### src/rtl/sr_cmd_sequencer.sv
// Command sequencer for a master(SR)/slave(D) flip-flop pair.
// Commands arrive over valid/ready and wait in a small FIFO. Each one drives s/r
// for a fixed number of cycles. The pair's outputs are then checked until they
// agree with the command, or until the timeout expires.
module sr_cmd_sequencer #(
    parameter int DEPTH       = 4,
    parameter int HOLD_CYCLES = 2,
    parameter int TIMEOUT     = 8
) (
    input  logic                     clk,
    input  logic                     rst_n,
    input  logic                     cmd_valid,
    input  logic                     cmd_set,
    output logic                     cmd_ready,
    output logic                     s,
    output logic                     r,
    input  logic                     qm,
    input  logic                     qbm,
    output logic                     busy,
    output logic                     done,
    output logic                     err,
    output logic [$clog2(DEPTH):0]   level
);

    localparam int PW = $clog2(DEPTH);
    localparam int LW = PW + 1;
    localparam int HW = $clog2(HOLD_CYCLES + 1);
    localparam int TW = $clog2(TIMEOUT + 1);

    typedef enum logic [1:0] {IDLE, DRIVE, CHECK} state_t;

    state_t          state, state_next;
    logic            mem [DEPTH];
    logic [PW-1:0]   wr_ptr, rd_ptr;
    logic [LW-1:0]   count;
    logic            push, pop, head;
    logic            target, target_next;
    logic            s_next;
    logic [HW-1:0]   hold_cnt, hold_next;
    logic [TW-1:0]   to_cnt, to_next;
    logic            done_next, err_next;

    assign cmd_ready = (count < LW'(DEPTH));
    assign push      = cmd_valid && cmd_ready;
    assign head      = mem[rd_ptr];
    assign level     = count;
    assign busy      = (state != IDLE) || (count != '0);

    // FIFO storage: written on accepted commands only, never reset
    always_ff @(posedge clk) begin
        if (push) begin
            mem[wr_ptr] <= cmd_set;
        end
    end

    // FIFO pointers and occupancy; pointers wrap naturally since DEPTH is a power of 2
    always_ff @(posedge clk or negedge rst_n) begin
        if (!rst_n) begin
            wr_ptr <= '0;
            rd_ptr <= '0;
            count  <= '0;
        end else begin
            if (push) begin
                wr_ptr <= wr_ptr + 1'b1;
            end
            if (pop) begin
                rd_ptr <= rd_ptr + 1'b1;
            end
            case ({push, pop})
                2'b10:   count <= count + 1'b1;
                2'b01:   count <= count - 1'b1;
                default: count <= count;
            endcase
        end
    end

    // Sequencer next-state logic: pop in IDLE, hold in DRIVE, compare in CHECK
    always_comb begin
        state_next  = state;
        pop         = 1'b0;
        s_next      = s;
        target_next = target;
        hold_next   = hold_cnt;
        to_next     = to_cnt;
        done_next   = 1'b0;
        err_next    = 1'b0;
        case (state)
            IDLE: begin
                if (count != '0) begin
                    pop         = 1'b1;
                    s_next      = head;
                    target_next = head;
                    hold_next   = HW'(HOLD_CYCLES);
                    state_next  = DRIVE;
                end
            end
            DRIVE: begin
                hold_next = hold_cnt - 1'b1;
                if (hold_cnt == HW'(1)) begin
                    to_next    = TW'(TIMEOUT);
                    state_next = CHECK;
                end
            end
            CHECK: begin
                // Case equality so an unsettled (x/z) pair never counts as confirmed
                if ((qm === target) && (qbm === ~target)) begin
                    done_next  = 1'b1;
                    state_next = IDLE;
                end else if (to_cnt == TW'(1)) begin
                    err_next   = 1'b1;
                    state_next = IDLE;
                end else begin
                    to_next = to_cnt - 1'b1;
                end
            end
            default: state_next = IDLE;
        endcase
    end

    // State and control registers; reset drives the pair toward clear (s=0, r=1)
    always_ff @(posedge clk or negedge rst_n) begin
        if (!rst_n) begin
            state    <= IDLE;
            s        <= 1'b0;
            r        <= 1'b1;
            hold_cnt <= '0;
            to_cnt   <= '0;
            done     <= 1'b0;
            err      <= 1'b0;
        end else begin
            state    <= state_next;
            s        <= s_next;
            r        <= ~s_next;
            hold_cnt <= hold_next;
            to_cnt   <= to_next;
            done     <= done_next;
            err      <= err_next;
        end
    end

    // Expected pair value for the command in flight
    always_ff @(posedge clk) begin
        target <= target_next;
    end

endmodule

### config.mk
export PLATFORM = sky130hd
export DESIGN_NAME = sr_cmd_sequencer
export DESIGN_NICKNAME = d
export VERILOG_FILES = /design/src/rtl/sr_cmd_sequencer.sv
export SDC_FILE = /design/constraint.sdc
export NUM_CORES = 1
export LEC_CHECK = 0
export CELL_PAD_IN_SITES_DETAIL_PLACEMENT = 1
export CELL_PAD_IN_SITES_GLOBAL_PLACEMENT = 1
export CORE_MARGIN = 10
export CORE_UTILIZATION = 25
export CTS_CLUSTER_DIAMETER = 120
export DETAILED_ROUTE_END_ITERATION = 12
export PLACE_DENSITY = 0.55
export SETUP_SLACK_MARGIN = 0.2
export SYNTH_ARGS = -nofsm -noshare
export SYNTH_HDL_FRONTEND = slang
export SYNTH_SLANG_ARGS = --single-unit
### constraint.sdc
create_clock -name clk -period 2.6 [get_ports clk]
set_input_delay 0.39 -clock clk [delete_from_list [all_inputs] [get_ports clk]]
set_output_delay 0.39 -clock clk [all_outputs]
set_load 0.005 [all_outputs]
==> results of run 1 <==
## per-stage QoR
step / util / worst slack [ps]
2_1_floorplan: - / 736
3_3_place_gp: 0.313 / 594
3_5_place_dp: 0.313 / 514
4_1_cts: 0.329 / 595
5_1_grt: 0.329 / 519
6_report: 0.329 / 648
## per-layer routing
layer | vias to the layer above | GRT usage | wire length [um]
met5 | - | 0 | 0
met4 | 0 | 0.0174 | 10
met3 | 2 | 0.0316 | 170
met2 | 14 | 0.113 | 1140
met1 | 367 | 0.0696 | 952
li1 | 367 | - | -
## final cells by class
class	instances	area (sq um)
fillers	489	2940
flip-flops and latches	24	627
multi-input cells	63	467
repair buffers	17	163
well taps	52	65.1
inverters	13	48.8
clock buffers	3	41.3
clock inverters	1	30.0
## flip-flops by register name, indices dropped and copies added, names as in the netlist
signal,cells
level,3
hold_cnt,2
to_cnt,4
rd_ptr,2
s,1
state,2
err,1
r,1
done,1
mem,4
target,1
wr_ptr,2
## path summary, 6_finish.rpt
check / depth (start not counted) / to / slack (ps)
setup / recovery: 3 / busy / 650
hold / removal: 2 / state[1] / 460
setup reg to reg: 8 / level[2] / 680
hold reg to reg: 1 / r / 470
max in group asynchronous: 2 / r / 1880
min in group clk: 1 / r / 470
## cells in the mapped netlist
cell	n
nand4_1	2
nor2b_1	3
mux4_2	1
ha_1	8
xor2_1	2
a21o_1	1
mux2i_1	4
o211ai_1	1
a21oi_1	2
fa_1	1
edfxtp_1	5
a21oi_2	1
nand3_1	1
and3b_1	1
xnor2_1	4
nand2_1	11
o21ai_0	3
nand2b_1	1
nor3_2	2
inv_1	13
nand3b_1	1
nor2_1	7
nor3_1	1
clkbuf_1	1
dfrtp_1	18
and2_1	4
and3_1	1
dfstp_2	1
## power groups by stage
stage | Combinational [W] | Clock, W | Sequential [W]
2_1_floorplan | 0.000423 | 0 | 0.000660
3_3_place_gp | 0.000631 | 0 | 0.000683
3_5_place_dp | 0.000676 | 0 | 0.000691
4_1_cts | 0.000682 | 0.000340 | 0.000686
5_1_grt | 0.000768 | 0.000355 | 0.000711
6_report | 0.000655 | 0.000326 | 0.000683
## cell families after synthesis
family                     share of synthesized area
and+or+nand+nor                                0.159
xor gates and xnor gates                      0.0459
AOI/OAI and AO/OA                             0.0426
adders and majority gates                      0.105
buffers and inverters                         0.0459
DFF                                            0.547
muxes                                         0.0546
==> run metrics, run 1 <==
Post-CTS Setup Bufs 0; placed cell count 169; VDD IR max 0.486 mV; maxcap violations 0; Crit path max-delay family buffers and inverters; DRC 0; Yosys cell types 28; Non-Filler Instances 173; crit path max fanout 4; CP Capture Type output port; Area Growth Syn to Fin 25.8%; clk_skew 2.44 ps; slew at the pin closest to its max-slew limit 355 ps; Die Span Y 87.7 um; arrival time worst endpoint 1560 ps; GRT Total Usage 0.0654; Slew Limit Fails 0; max incr delay on CP 460 ps; CTS tree built; syn nets 116; TNS Setup 0 ps; share of cells above drive strength 1 0.0992; total power 0.00166 W; top cells by area, synth dfrtp_1 39%, edfxtp_1 13%, ha_1 8.7%; CP bufs+invs 1; initial antenna violation count 0; boundary pin count 15; Cell Pwr Density 1150 mW/mm^2; final hold violations 0; vias in the first global route 865; Port-buffer cells 14; sequential share of power 0.410; Detail Route Antenna Nets 0; Root Driver clkbuf_8; Tcrit/Tclk final 0.751; first-pass GRT wire length 3990 um; Final min period 1950 ps; GP Congestion 0.698; clk_lat worst skew 270 ps; status finished, final reports clean; DR vias/cell 4.34; RSZ-0062 raised after global routing no; Hold Slack 458 ps; CP Class flop to output port; switching power 0.000573 W; Seq/Total Area, Yosys 0.547; combinational fraction of design power 0.394; CTS Hold Buffers Added 0; commonest cells after routing, fill and taps aside 18 x dfrtp_1, 14 x clkdlybuf4s50_1, 13 x inv_1; register bit total from synthesis 24; Crit. Startpoint level[1]; Num CTS Buffers 3; vias 750; Rows 24; Post-Layout Inst Area 0.00144 sq mm; min-delay worst type primary input to async pin; startpoint types flop; max_slew headroom 0.763; most common cell after layout, fill and taps aside dfrtp_1; Synth top area share 0.393; clock buffer depth 2; Die X 87.7 um; final setup fails 0; Cell Area, Synth 0.00115 sq mm; slowest CP cell clkdlybuf4s50_1; Mean Syn Cell Area 11.3 sq um; Yosys warnings 0; r2r startpoint state[0]; clock-pin slew on the worst setup and hold paths 90 ps; Clk pwr share 0.196; die area 0.00769 sq mm; DRT Wirelength 2280 um; core region area 0.00438 sq mm; total grt overflow 0; required time of the critical path 2210 ps; Initial Utilization 0.261; CTS sink count 24; H-tree depth 1; post-CTS sizing 0; Area after DPL 0.00137 sq mm; wire per inst 13.2 um; cell accounting for the most synthesized area dfrtp_1; Int Power 0.00109 W; ant diodes 0; synthesized netlist cell count 101; f_max 512 MHz; DRT Pass-1 Iters 2; P_leak 0.659 nW; Post-DP HPWL 1790 um; sw frac 0.344; Net count, final 137; pin count of the biggest net entering global routing 20; DR iter-0 viols 19; worst-path cell chain nor3_2 -> nand2_1 -> clkdlybuf4s50_1
No activity file was read; power rests on OpenSTA's default activity.
==> run 2, diff against run 1 <==
Settings changed: PLACE_DENSITY 0.55 to 0.57.
Clock period 2.6 ns to 1.63 ns, I/O delays scaled along.
==> run 2 against run 1 <==
Against the previous run:
- the flow now finishes with violations (negative setup slack)
- final area rose by 5.2%
- sequential cell count did not move
- clock power rose by 12%
==> run metrics, run 2 (same netlist as run 1, synthesis figures left out) <==
status complete, but fails checks (was finished, final reports clean); failing checks negative setup slack; Root Driver clkbuf_8 (unchanged); final hold violations 0 (unchanged); ant diodes 0 (unchanged); CP Capture Type flop (was output port); crit path max fanout 2 (was 4); final setup fails 2 (was 0); Rows 24 (unchanged); Final WS setup -69.7 ps (was 648 ps); VDD IR max 0.862 mV (was 0.486 mV); GRT Total Usage 0.0675 (was 0.0654); Slew Limit Fails 0 (unchanged); pin count of the biggest net entering global routing 20 (unchanged); slew at the pin closest to its max-slew limit 278 ps (was 355 ps); Final min period 1700 ps; CTS Hold Buffers Added 0 (unchanged); vias in the first global route 901 (was 865); f_max 588 MHz; startpoint types flop (unchanged); vias 798 (was 750); clock buffer depth 2 (unchanged); share of cells above drive strength 1 0.238 (was 0.0992); Post-DP HPWL 1930 um (was 1790 um); commonest cells after routing, fill and taps aside 17 x dfrtp_1, 12 x inv_1, 11 x nand2_1, 11 x buf_4, 8 x clkdlybuf4s50_1 (was 18 x dfrtp_1, 14 x clkdlybuf4s50_1, 13 x inv_1); max_slew headroom 0.815 (was 0.763); wire per inst 13.2 um (about the same); min-delay worst type primary input to async pin (unchanged); CP Class flop to flop (was flop to output port); required time of the critical path 1820 ps (was 2210 ps); Port-buffer cells 14 (unchanged); Die X 87.7 um (unchanged); core region area 0.00438 sq mm (unchanged); DR iter-0 viols 12 (was 19); DR vias/cell 4.38 (was 4.34); Tcrit/Tclk final 1.04; Num CTS Buffers 3 (unchanged); placed cell count 177 (was 169); die area 0.00769 sq mm (unchanged); r2r startpoint state[1] (was state[0]); initial antenna violation count 0 (unchanged); H-tree depth 1 (unchanged); fin util 0.346 (was 0.329); arrival time worst endpoint 1890 ps (was 1560 ps); total grt overflow 0 (unchanged); Cell Pwr Density 1800 mW/mm^2 (was 1150 mW/mm^2); Net count, final 146 (was 137); clk_lat worst skew 270 ps (about the same); GP Congestion 0.756 (was 0.698); CTS sink count 24 (unchanged); Non-Filler Instances 182 (was 173); P_leak 0.709 nW (was 0.659 nW); clk_skew 2.18 ps (was 2.44 ps); Die Span Y 87.7 um (unchanged); Detail Route Antenna Nets 0 (unchanged); RR Endpoint level[2] (unchanged); DRC 0 (unchanged); CTS tree built (unchanged); DRT Wirelength 2400 um (was 2280 um); maxcap violations 0 (unchanged); RSZ-0062 raised after global routing yes (was no); clock-pin slew on the worst setup and hold paths 80 ps (was 90 ps); Reg2Reg Setup Slack -70 ps (was 680 ps); most common cell after layout, fill and taps aside dfrtp_1 (unchanged); DRT Pass-1 Iters 4 (was 2); first-pass GRT wire length 4170 um (was 3990 um); boundary pin count 15 (unchanged); Initial Utilization 0.261 (unchanged); worst reg-to-reg path cell count 7 (was 8); Area Growth Syn to Fin 32.3% (was 25.8%)
-- run 2: changes by cell type in the layout (fill, tap and decap cells not counted), sizes merged --
cell	delta
buf	+10
bufinv	-1
clkbuf	+2
clkdlybuf4s50	-6
dlygate4sd2	+3
dlymetal6s2s	+1
-- run 2: power breakdown --
group | switching [W] | internal [W] | total (W)
Clock | 0.000192 | 0.000175 | 0.000366
Combinational | 0.000629 | 0.000672 | 0.00130
Sequential | 0.000183 | 0.000875 | 0.00106
Total | 0.00100 | 0.00172 | 0.00273
-- run 2: layout make-up --
type                    count  area, sq um
repair buffers             26          223
well taps                  52         65.1
multi-input cells          63          507
inverters                  13         48.8
clock buffers               4         45.0
fillers                   501         2870
flip-flops and latches     24          628
-- run 2: what timing repair did --
action / in CTS / in global routing
setup buffers: 0 / 1
resized for setup: 13 / 6
pin swaps: 5 / 2
endpoints found under the setup margin: 10 / 7
-- run 2: worst max path at each step --
stage	start	to	slack, ps	depth (start not counted)
finish	state[1]	level[2]	-70	7
global route	level[0]	level[2]	-170	8
CTS	state[0]	level[2]	-90	7
detailed placement	cmd_valid	level[2]	-280	9
global placement	cmd_valid	level[2]	-170	9
floorplan	state[1]	level[2]	-110	7
-- run 2: worst max-delay path, cell delays in order (launching register included) --
cell and delay [ps]:
dfrtp_1 410, nor3_4 220, ha_2 220, inv_2 40
fa_2 330, xor2_1 150, nor2_1 120, xnor2_1 130
-- run 2: metrics by stage --
stage / cell area, sq um / TNS [ps] / setup slack, ps / power [W] / hold slack (ps)
after detailed placement: 1450 / -605 / -279 / 0.00236 / 426
after CTS: 1490 / -93.1 / -87.5 / 0.00275 / 315
after global routing: 1520 / -266 / -171 / 0.00299 / 356
after global placement: 1450 / -297 / -173 / 0.00226 / 432
after floorplan: 1170 / -148 / -115 / 0.00178 / -51.1
final: 1520 / -74.9 / -69.7 / 0.00273 / 311
-- run 2: routing by layer --
metal | up-vias | routed length [um] | global-route usage
met2 | 16 | 1200 | 0.119
met5 | - | 0 | 0
met3 | 3 | 200 | 0.0371
met1 | 393 | 984 | 0.0679
li1 | 386 | - | -
met4 | 0 | 11 | 0.0159
==> run 3, diff against run 2 <==
Settings changed: CELL_PAD_IN_SITES_DETAIL_PLACEMENT 1 to not set, CELL_PAD_IN_SITES_GLOBAL_PLACEMENT 1 to not set, PLACE_DENSITY 0.57 to 0.49.
==> run 3 against run 2 <==
Against the previous run:
- the run still ends with negative setup slack left
- final cell count up 2.2%
- first-iteration DRC count rose to 3.8 times the previous value
- clock power down 6.0%
- utilization grew 0.34 points
- critical path type unchanged
- global-route usage is 1.0 points lower
- clock-buffer cell count shrank 1
- sequential cell count unchanged
- sequential power about the same
- wire length fell by 15%
- hold slack gained 8.1 ps
- largest cell class unchanged
==> run metrics, run 3 (same netlist as run 1, synthesis figures left out) <==
status complete, but fails checks (unchanged); failing checks negative setup slack (unchanged); DRT Wirelength 2030 um (was 2400 um); VDD IR max 0.930 mV (was 0.862 mV); worst-path cell chain nor3_4 -> ha_2 -> inv_2 -> fa_2 -> xor2_1 -> nor2_1 -> xnor2_1 (unchanged); CTS Hold Buffers Added 0 (unchanged); sw frac 0.352 (was 0.368); placed cell count 177 (unchanged); Area Growth Syn to Fin 33.6% (was 32.3%); Hold Slack 319 ps (was 311 ps); DR iter-0 viols 46 (was 12); GRT Total Usage 0.0571 (was 0.0675); ant diodes 0 (unchanged); Slew Limit Fails 0 (unchanged); most common cell after layout, fill and taps aside dfrtp_1 (unchanged); CP Class flop to flop (unchanged); Net count, final 150 (was 146); CTS tree built (unchanged); total grt overflow 0 (unchanged); core region area 0.00438 sq mm (unchanged); crit path max fanout 2 (unchanged); startpoint types flop (unchanged); Cell Pwr Density 1750 mW/mm^2 (was 1800 mW/mm^2); Crit path max-delay family adder cells (unchanged); Int Power 0.00174 W (was 0.00172 W); Num CTS Buffers 3 (unchanged); die area 0.00769 sq mm (unchanged); DRT Pass-1 Iters 4 (unchanged); sequential share of power 0.390 (was 0.388); wire per inst 10.9 um (was 13.2 um); Die Span Y 87.7 um (unchanged); required time of the critical path 1810 ps (was 1820 ps); clock buffer depth 2 (unchanged); GP Congestion 0.743 (was 0.756); slew at the pin closest to its max-slew limit 259 ps (was 278 ps); arrival time worst endpoint 1870 ps (was 1890 ps); CTS sink count 24 (unchanged); commonest cells after routing, fill and taps aside 17 x dfrtp_1, 16 x buf_4, 12 x inv_1 (was 17 x dfrtp_1, 12 x inv_1, 11 x nand2_1, 11 x buf_4, 8 x clkdlybuf4s50_1); Root Driver clkbuf_8 (unchanged); combinational fraction of design power 0.481 (was 0.477); DR vias/cell 4.18 (was 4.38); CP bufs+invs 1 (unchanged); DRC 0 (unchanged); pin count of the biggest net entering global routing 20 (unchanged); f_max 591 MHz (was 588 MHz); P_leak 0.727 nW (was 0.709 nW); final hold violations 0 (unchanged); Post-DP HPWL 1590 um (was 1930 um); fill count 443 (was 501); vias 778 (was 798); Die X 87.7 um (unchanged); Tcrit/Tclk final 1.04 (about the same); clk_skew 2.02 ps (was 2.18 ps); max_slew headroom 0.826 (was 0.815); max incr delay on CP 410 ps (about the same); initial antenna violation count 0 (unchanged); Initial Utilization 0.261 (unchanged); Final min period 1690 ps (was 1700 ps); Rows 24 (unchanged); Port-buffer cells 14 (unchanged); Final WS setup -61.9 ps (was -69.7 ps); Clk pwr share 0.129 (was 0.134); clk_lat worst skew 260 ps (was 270 ps); Detail Route Antenna Nets 0 (unchanged); first-pass GRT wire length 3570 um (was 4170 um); share of cells above drive strength 1 0.254 (was 0.238); RSZ-0062 raised after global routing yes (unchanged); Non-Filler Instances 186 (was 182); vias in the first global route 826 (was 901); clock-pin slew on the worst setup and hold paths 80 ps (about the same); H-tree depth 1 (unchanged); final setup fails 1 (was 2); slowest CP cell dfrtp_1 (unchanged); fin util 0.349 (was 0.346); switching power 0.000942 W (was 0.00100 W); CP Capture Type flop (unchanged); boundary pin count 15 (unchanged); min-delay worst type primary input to async pin (unchanged); maxcap violations 0 (unchanged)
## run 3: layer usage
metal	share of wire	vias up	wire length, um	GRT usage
met3	0.080	2	162	0.0325
met4	0.0049	0	10	0.0116
li1	-	393	-	-
met1	0.46	368	928	0.0653
met5	0	-	0	0
met2	0.46	15	928	0.0913
## run 3: worst paths after layout
kind,from,endpoint,slack (ps),depth (start not counted)
max in group asynchronous,rst_n,r,1040,2
min in group clk,s,r,450,1
worst max register to register,state[1],level[2],-60,7
worst min-delay path,rst_n,to_cnt[2],320,2
worst max-delay path,state[1],level[2],-60,7
worst min register to register,s,r,450,1
## run 3: cell type report
class | instances | area, sq um | area share
tap | 52 | 65.1 | 0.0425
inverter | 13 | 48.8 | 0.0319
multi-input combinational | 63 | 492 | 0.321
clock inverter | 1 | 3.75 | 0.00245
clock buffer | 3 | 41.3 | 0.0270
timing repair buffer | 30 | 253 | 0.165
sequential | 24 | 628 | 0.410
## run 3: through the flow
stage          worst slack, ps  power [W]  TNS [ps]  instance area [sq um]
3_3_place_gp              -167    0.00225      -294                   1450
2_1_floorplan             -115    0.00178      -148                   1170
4_1_cts                  -92.3    0.00270      -145                   1520
6_report                 -61.9    0.00268     -61.9                   1530
5_1_grt                   -129    0.00293      -188                   1530
3_5_place_dp              -232    0.00230      -381                   1450
## run 3: timing repair
item	CTS	global route
pin swaps	5	2
gates resized for setup	12	5
setup endpoints to repair	8	9
buffers inserted	3	2
gates cloned	0	0
## run 3: power groups by stage
stage	sequential (W)	clock (W)	combinational, W
global route	0.00108	0.000395	0.00146
detailed placement	0.00106	0	0.00124
finish	0.00104	0.000344	0.00129
global placement	0.00106	0	0.00119
CTS	0.00105	0.000360	0.00129
floorplan	0.00108	0	0.000707
## run 3: worst reg2reg max path, cell delays in order (launching register included)
cell and delay (ps):
dfrtp_1 410, nor3_4 230, ha_2 220, inv_2 40, fa_2 320, xor2_1 140, nor2_1 110, xnor2_1 140
